--- src/rtl/spi_burst_arbiter.sv ---
// spi_burst_arbiter: shares one byte-level SPI master among NUM_CLIENTS
// burst requesters, round-robin per burst, with a per-client chip select.
module spi_burst_arbiter #(
  parameter int NUM_CLIENTS = 4,
  parameter int DATA_WIDTH  = 8,
  parameter int CS_GAP      = 2
) (
  input  logic                              clk,
  input  logic                              rst_n,
  input  logic [NUM_CLIENTS*DATA_WIDTH-1:0] c_tx_data,
  input  logic [NUM_CLIENTS-1:0]            c_tx_valid,
  input  logic [NUM_CLIENTS-1:0]            c_tx_last,
  output logic [NUM_CLIENTS-1:0]            c_tx_ready,
  output logic [DATA_WIDTH-1:0]             c_rx_data,
  output logic [NUM_CLIENTS-1:0]            c_rx_valid,
  output logic [DATA_WIDTH-1:0]             m_tx_data,
  output logic                              m_tx_valid,
  input  logic                              m_tx_ready,
  input  logic [DATA_WIDTH-1:0]             m_rx_data,
  input  logic                              m_rx_valid,
  output logic [NUM_CLIENTS-1:0]            cs_n,
  output logic [$clog2(NUM_CLIENTS)-1:0]    grant_id,
  output logic                              busy
);

  localparam int GW = $clog2(NUM_CLIENTS);
  localparam int CW = $clog2(CS_GAP + 1);

  localparam logic [2:0] S_IDLE  = 3'd0;
  localparam logic [2:0] S_SETUP = 3'd1;
  localparam logic [2:0] S_ISSUE = 3'd2;
  localparam logic [2:0] S_WAIT  = 3'd3;
  localparam logic [2:0] S_GAP   = 3'd4;

  logic [2:0]             r_state;
  logic [GW-1:0]          r_grant;
  logic [GW-1:0]          r_last;
  logic                   r_lflag;
  logic [CW-1:0]          r_cnt;
  logic [NUM_CLIENTS-1:0] r_cs_n;
  logic [DATA_WIDTH-1:0]  r_mtx_data;
  logic                   r_mtx_valid;
  logic [DATA_WIDTH-1:0]  r_rx_data;
  logic [NUM_CLIENTS-1:0] r_rx_valid;

  logic                   w_found;
  logic [GW-1:0]          w_win;
  logic [GW-1:0]          w_idx;
  logic [NUM_CLIENTS-1:0] w_win_oh;
  logic [NUM_CLIENTS-1:0] w_sel;
  logic [DATA_WIDTH-1:0]  w_byte;
  logic                   w_vld;
  logic                   w_last;
  logic                   w_xfer;

  // Scan starts one past the last burst owner so every requester
  // is reached within NUM_CLIENTS bursts.
  always_comb begin
    w_found = 1'b0;
    w_win   = '0;
    w_idx   = '0;
    for (int i = 1; i <= NUM_CLIENTS; i++) begin
      w_idx = GW'((int'(r_last) + i) % NUM_CLIENTS);
      if (!w_found && c_tx_valid[w_idx]) begin
        w_found = 1'b1;
        w_win   = w_idx;
      end
    end
  end

  assign w_win_oh = NUM_CLIENTS'(1) << w_win;
  assign w_sel    = NUM_CLIENTS'(1) << r_grant;
  assign w_byte   = c_tx_data[int'(r_grant)*DATA_WIDTH +: DATA_WIDTH];
  assign w_vld    = c_tx_valid[r_grant];
  assign w_last   = c_tx_last[r_grant];
  assign w_xfer   = (r_state == S_ISSUE) && m_tx_ready && w_vld;

  always_ff @(posedge clk or negedge rst_n) begin
    if (!rst_n) begin
      r_state     <= S_IDLE;
      r_grant     <= '0;
      r_last      <= GW'(NUM_CLIENTS - 1);
      r_lflag     <= 1'b0;
      r_cnt       <= '0;
      r_cs_n      <= '1;
      r_mtx_data  <= '0;
      r_mtx_valid <= 1'b0;
      r_rx_data   <= '0;
      r_rx_valid  <= '0;
    end else begin
      r_mtx_valid <= 1'b0;
      r_rx_valid  <= '0;
      unique case (r_state)
        S_IDLE: begin
          if (w_found) begin
            r_grant <= w_win;
            r_cs_n  <= ~w_win_oh;
            r_state <= S_SETUP;
          end
        end
        S_SETUP: r_state <= S_ISSUE;
        S_ISSUE: begin
          if (w_xfer) begin
            r_mtx_data  <= w_byte;
            r_lflag     <= w_last;
            r_mtx_valid <= 1'b1;
            r_state     <= S_WAIT;
          end
        end
        S_WAIT: begin
          if (m_rx_valid) begin
            r_rx_data  <= m_rx_data;
            r_rx_valid <= w_sel;
            if (r_lflag) begin
              r_state <= S_GAP;
              r_cs_n  <= '1;
              r_last  <= r_grant;
              r_cnt   <= CW'(CS_GAP);
            end else begin
              r_state <= S_ISSUE;
            end
          end
        end
        S_GAP: begin
          if (r_cnt <= CW'(1)) r_state <= S_IDLE;
          else r_cnt <= r_cnt - 1'b1;
        end
        default: r_state <= S_IDLE;
      endcase
    end
  end

  assign c_tx_ready = (r_state == S_ISSUE && m_tx_ready) ? w_sel : '0;
  assign c_rx_data  = r_rx_data;
  assign c_rx_valid = r_rx_valid;
  assign m_tx_data  = r_mtx_data;
  assign m_tx_valid = r_mtx_valid;
  assign cs_n       = r_cs_n;
  assign grant_id   = r_grant;
  assign busy       = (r_state != S_IDLE);

endmodule

--- config.mk ---
export PLATFORM = sky130hd
export DESIGN_NAME = spi_burst_arbiter
export DESIGN_NICKNAME = d
export VERILOG_FILES = /design/src/rtl/spi_burst_arbiter.sv
export SDC_FILE = /design/constraint.sdc
export NUM_CORES = 1
export LEC_CHECK = 0
export ABC_AREA = 1
export BUFFER_PORTS_ARGS = -buffer_cell sky130_fd_sc_hd__buf_4
export CORE_ASPECT_RATIO = 0.5
export CORE_MARGIN = 2
export CORE_UTILIZATION = 52
export DETAILED_ROUTE_END_ITERATION = 6
export PLACE_DENSITY = 0.85
export SYNTH_ARGS = -nofsm -noshare
export SYNTH_HDL_FRONTEND = slang
export SYNTH_SLANG_ARGS = --single-unit
export TNS_END_PERCENT = 1
--- constraint.sdc ---
create_clock -name clk -period 2.5 [get_ports clk]
set_clock_uncertainty 0.1 [all_clocks]
set_input_delay 0.125 -clock clk [delete_from_list [all_inputs] [get_ports clk]]
set_output_delay 0.125 -clock clk [all_outputs]
set_load 0.02 [all_outputs]
# [Word level (Yosys, flattened, before mapping)]
# Index checks and enable logic that the tools add are counted.
[totals] register_bits=35 inputBits=52 wordCells=93
[op_classes] add_sub_neg=5 order_cmp=6 eq_ne=10 shift=3 muxes=39 bitwise_logic=1 n_reduce_logical=19
[op_table] op="$shiftx A32 B6 Y8" count=1
[op_table] op="$mux W4" count=6
[op_table] op="$lt A2 B3 Y1 const B" count=5
[op_table] op="$mux W3" count=5
[op_table] op="$pmux W3 S5" count=1
[op_table] op="$mux W2" count=7
[op_table] op="$bmux W1 S2" count=6
[op_table] op="$mux W1" count=12
[op_table] op="$ne A2 B2 Y1 const B" count=6
[op_table] op="$reduce_and A4 Y1" count=3
[op_table] op="$pmux W4 S2" count=1
[op_table] op="$shl A1 B2 Y4 const A" count=2
[op_table] op="$eq A3 B2 Y1 const B" count=2
[op_table] op="$reduce_and A2 Y1" count=3
[op_table] op="$logic_and A1 B1 Y1" count=5
[op_table] op="$add A2 B1 Y2 const B" count=2
[op_table] op="$add A2 B2 Y2 const B" count=2
[op_table] op="$not A4 Y4" count=1
[op_table] op="$pmux W2 S2" count=1
[op_table] op="$reduce_bool A2 Y1" count=2
[op_table] op="$eq A3 B1 Y1 const B" count=1
[op_table] op="$eq A3 B3 Y1 const B" count=1
[op_table] op="$logic_not A1 Y1" count=3
[op_table] op="$logic_not A3 Y1" count=1
[op_table] op="other kinds (4)" count=4

# [Depth between registers and ports, before layout]
[depth] word_depth=17 mapped_depth=13

# [Least setup slack after synthesis]
# OpenSTA, ideal clock, no wires.
[synth_timing] path_kind="reg2reg" startpoint="reg r_last[1]" endpoint="reg r_cs_n[0] (netlist: cs_n[0])" t_arrival_ps=1467 required_ps=2315 path_slack_ps=848 stages_incl_launch_ff=13 n_path_buf=1 path_cell_list="dfstp_2 -> buf_4 -> inv_4 -> nand2_1 -> nand2_2 -> nand2_2 -> nand2_4 -> nand2_1 -> o21ai_0 -> nand2_1 -> nand3_2 -> nor2_1 -> a21oi_1"
[synth_between] elab_chain_len=17 word_cells_on_any_way=32 classes_between="add/sub: 4; eq/ne: 1; shift: 1; mux: 18; bitwise: 1; reduce/logical: 7"
[synth_rtl] element="start: declaration" line="37" rtl="logic [GW-1:0] r_last;"
[synth_rtl] element="start signal: assignment" line="82" rtl="r_last <= GW'(NUM_CLIENTS - 1);"
[synth_rtl] element="start signal: assignment" line="117" rtl="r_last <= r_grant;"
[synth_rtl] element="$add A2 B1 Y2" line="63" rtl="w_idx = GW'((int'(r_last) + i) % NUM_CLIENTS);"
[synth_rtl] element="$bmux W1 S2" line="64" rtl="if (!w_found && c_tx_valid[w_idx]) begin"
[synth_rtl] element="$mux W1 (implied by the code)" line="64"
[synth_rtl] element="$mux W1" line="64"
[synth_rtl] element="$logic_not A1 Y1" line="64"
[synth_rtl] element="$logic_and A1 B1 Y1" line="64"
[synth_rtl] element="$mux W1" line="64"
[synth_rtl] element="$logic_not A1 Y1" line="64"
[synth_rtl] element="$logic_and A1 B1 Y1" line="64"
[synth_rtl] element="$mux W1" line="64"
[synth_rtl] element="$logic_not A1 Y1" line="64"
[synth_rtl] element="$logic_and A1 B1 Y1" line="64"
[synth_rtl] element="$mux W2" line="64"
[synth_rtl] element="$shl A1 B2 Y4" line="71" rtl="assign w_win_oh = NUM_CLIENTS'(1) << w_win;"
[synth_rtl] element="$not A4 Y4" line="97" rtl="r_cs_n <= ~w_win_oh;"
[synth_rtl] element="$mux W4" line="95" rtl="if (w_found) begin"
[synth_rtl] element="$pmux W4 S2" line="93" rtl="unique case (r_state)"
[synth_rtl] element="end signal: assignment" line="97"
[synth_rtl] element="end: declaration" line="40" rtl="logic [NUM_CLIENTS-1:0] r_cs_n;"
# Parallel ways exist; a longest one is shown, timed or not. The select of a mux whose other input is x is not followed.
# A chain may end at the register's enable or synchronous reset.

# [Worst setup path in the final report]
[layout_timing] startpoint="reg r_grant[0] (netlist: grant_id[0])" endpoint="reg r_state[1]"
[layout_between] elab_chain_len=5
[layout_rtl] element="start: declaration" line="36" rtl="logic [GW-1:0] r_grant;"
[layout_rtl] element="start signal: assignment" line="96" rtl="r_grant <= w_win;"
[layout_rtl] element="$bmux W1 S2" line="74" rtl="assign w_vld = c_tx_valid[r_grant];"
[layout_rtl] element="$mux W1 (implied by the code)" line="74"
[layout_rtl] element="$logic_and A1 B1 Y1" line="76" rtl="assign w_xfer = (r_state == S_ISSUE) && m_tx_ready && w_vld;"
[layout_rtl] element="$ne A2 B2 Y1 (no line)"
[layout_rtl] element="$reduce_and A4 Y1 (no line)"
[layout_rtl] element="end signal: assignment" line="80" rtl="r_state <= S_IDLE;"
[layout_rtl] element="end signal: assignment" line="98" rtl="r_state <= S_SETUP;"
[layout_rtl] element="end signal: assignment" line="101" rtl="S_SETUP: r_state <= S_ISSUE;"
[layout_rtl] element="end: declaration" line="35" rtl="logic [2:0] r_state;"
# No other way between the ends. The select of a mux whose other input is x is not followed.

==> metrics <==
outcome finished, final reports clean; Post-layout nets 409; worst reg-to-reg setup slack 0.46 ns; largest net degree at the start of global routing 36; initial antenna violation count 0; Setup TNS 0 ns; hold crit path type in2reg; CP endpoint kind flip-flop; actual slew at the worst max-slew pin 0.4972 ns; CP arrival 2.11 ns; drt drc 0; fin worst setup slack 0.4604 ns; htree depth 2; Slew Viols, Final 0; sequential share of the synthesized area 42.40%; Reg clk slew, reported paths 0.07 ns; number of inserted diodes 0; grt peak-use layer met2; clock network power share 10.9%; Synth Instances 263; Reg power frac 29.4%; Die Y 48.76 um; All-Layer GR Usage 25.96%; max frequency 0.4903 GHz; CP Cell Sequence inv_1 -> nor2_1 -> buf_4 -> a22oi_1 -> o221ai_2 -> nand2_2 -> nand2_1 -> nand2_1 -> nand2_1 -> nand2_1; count of cell types in the netlist 37; Area growth syn-to-layout 39.70%; DR iter-0 viols 98; routed vias/inst 5.122; routability congestion estimate 0.8212; drt first pass iters 4; CTS root buffer clkbuf_8; slowest stage cell, crit path dfrtp_1; global route overflow 0; most common cell after layout, fill and taps aside buf_4; Mean Syn Cell Area 7.921 um2; P_sw 1.774 mW; switching part of the total power 48.60%; vias post-DR 2105; pwr dens 1254 mW/mm2; DP HPWL 4.190 mm; GRT met2 Usage 45.32%; maximum VDD drop 0.4649 mV; hold buffers post-CTS 9; power share of the combinational group 59.7%; clock tree sinks 35; fin crit share 81.59%; post-CTS resize count 0; die width 93.51 um; clock buffer count from CTS 5; number of synthesized register bits 35; share of cells above drive strength 1 37.25%; IO Port Bufs 83; Data required, critical path 2.57 ns; GRT met3 Usage 4.673%; global-route wire length before repair 9.363 mm; leakage power 1.552 nW; CP Max Fanout 14; synth top area cells dfrtp_1 (35%), nand2_1 (14%), dfstp_2 (7.6%), nand3_1 (6.0%), inv_1 (4.0%); met1 GRT Util 33.33%; slowest stage delay, CP 0.65 ns; most frequent cells in the layout buf_4 (85), nand2_1 (79), dfrtp_1 (29); clock tree from TritonCTS done; pre-CTS WS 0.5314 ns; vias in the first global route 2147; internal power 1.876 mW; post-layout min period 2.040 ns; Mapped Area 0.002083 mm2; WL per Instance 13.33 um; core area 0.003864 mm2; warnings from Yosys 0; Routed WL 5.480 mm; crit start category flip-flop; WS Path Type reg2reg; I/O pins 84; worst hold slack 0.06079 ns; CP delay by family, top flip-flops; Worst-Skew Late Latency 0.28 ns; standard-cell rows 16; initial core utilization 53.92%; Finish-stage setup viols 0; Hold Fails Final Rpt 0; die area 0.004559 mm2; Pwr Total 3.650 mW; postcts setup bufs 0; Slew Limit Headroom 66.86%; Synth top area share 34.83%; Post-DRT Antenna Nets 0; clock tree buffer depth 2; max cap viols 0; Synth area leader dfrtp_1; RSZ-0062 raised after global routing false; Layout fillers 286; Synth Net Count 316; Buf/Inv on CP 2; most used cell, CP nand2_1
power groups by stage:
stage | Clock, mW | Sequential, mW | Combinational, mW
2_1_floorplan | 0 | 1.19 | 1.38
3_3_place_gp | 0 | 1.06 | 2.07
3_5_place_dp | 0 | 1.07 | 2.15
4_1_cts | 0.405 | 1.06 | 2.17
5_1_grt | 0.429 | 1.11 | 2.41
6_report | 0.397 | 1.07 | 2.18
per-layer routing:
layer	up-vias	routed length [um]
met5	-	0
met4	0	154
met3	18	320
met2	76	2765
met1	969	2240
li1	1042	-
cells in the mapped netlist:
library cell   n
o21a_1         1
a21oi_1        2
o21ai_1        3
nor2_2         1
ha_1           1
mux2_2         2
nor3_1         3
buf_6          2
nand3b_1       1
nand2_1       79
a21oi_2        1
a22oi_1       10
nand4_1        4
inv_4          1
nand3_2        2
nand4_2        1
nand2_2       10
o21ai_2        2
dfstp_2        6
buf_4          2
a21boi_1       1
o221ai_2       1
nor3_4         1
clkbuf_1       3
inv_2          7
nor2_1        21
inv_1         22
dfrtp_1       29
inv_6          1
nor2_4         1
mux2_1         6
nand2_4        3
nand3_1       25
buf_2          1
o21ai_0        5
nor2_8         1
o21bai_1       1
metrics by stage:
stage                     area, um2  utilization (%)  instances
after floorplan                2083                -        263
after global placement         2735            70.79        394
after detailed placement       2735            70.79        394
after CTS                      2910            75.32        411
after global routing           2910            75.32        411
final                          2910            75.32        411
worst paths after layout:
| path | from | end | cells after the start |
|---|---|---|---|
| worst min-delay path | c_tx_data[23] | m_tx_data[7] | 5 |
| max in group asynchronous | rst_n | cs_n[2] | 2 |
| worst max register to register | grant_id[0] | r_state[1] | 10 |
| worst max-delay path | grant_id[0] | r_state[1] | 10 |
| worst min register to register | cs_n[3] | cs_n[3] | 2 |
| min in group asynchronous | rst_n | c_rx_data[4] | 2 |
cell type report:
cell class	instances	area (um2)	area share [%]
multi-input cells	189	1022	35.12
flip-flops and latches	35	883.3	30.35
repair buffers	94	728.2	25.02
inverters	31	123.9	4.256
clock buffers	6	72.57	2.494
well taps	54	67.56	2.322
clock inverters	2	12.51	0.4299
sequential cells by signal, indices dropped and copies added (netlist names):
| register | flops |
|---|---|
| c_rx_data | 8 |
| c_rx_valid | 4 |
| cs_n | 4 |
| grant_id | 2 |
| m_tx_data | 8 |
| m_tx_valid | 1 |
| r_cnt | 2 |
| r_last | 2 |
| r_lflag | 1 |
| r_state | 3 |
cell families after synthesis:
family	share of synthesized area, %
AND/OR/NAND/NOR	35.08
multiplexers	4.324
adder cells (fa/ha/maj)	0.6005
AO/OA/AOI/OAI	9.069
flip-flops	42.40
buffers and inverters	8.529
worst reg2reg max path, stage by stage, from the launching register on:
cell and delay [ns]:
dfrtp_1 0.65, inv_1 0.16, nor2_1 0.13, buf_4 0.20, a22oi_1 0.10, o221ai_2 0.07, nand2_2 0.17, nand2_1 0.12
nand2_1 0.07, nand2_1 0.08, nand2_1 0.06
Note: power is estimated with default switching activity, not from simulation.
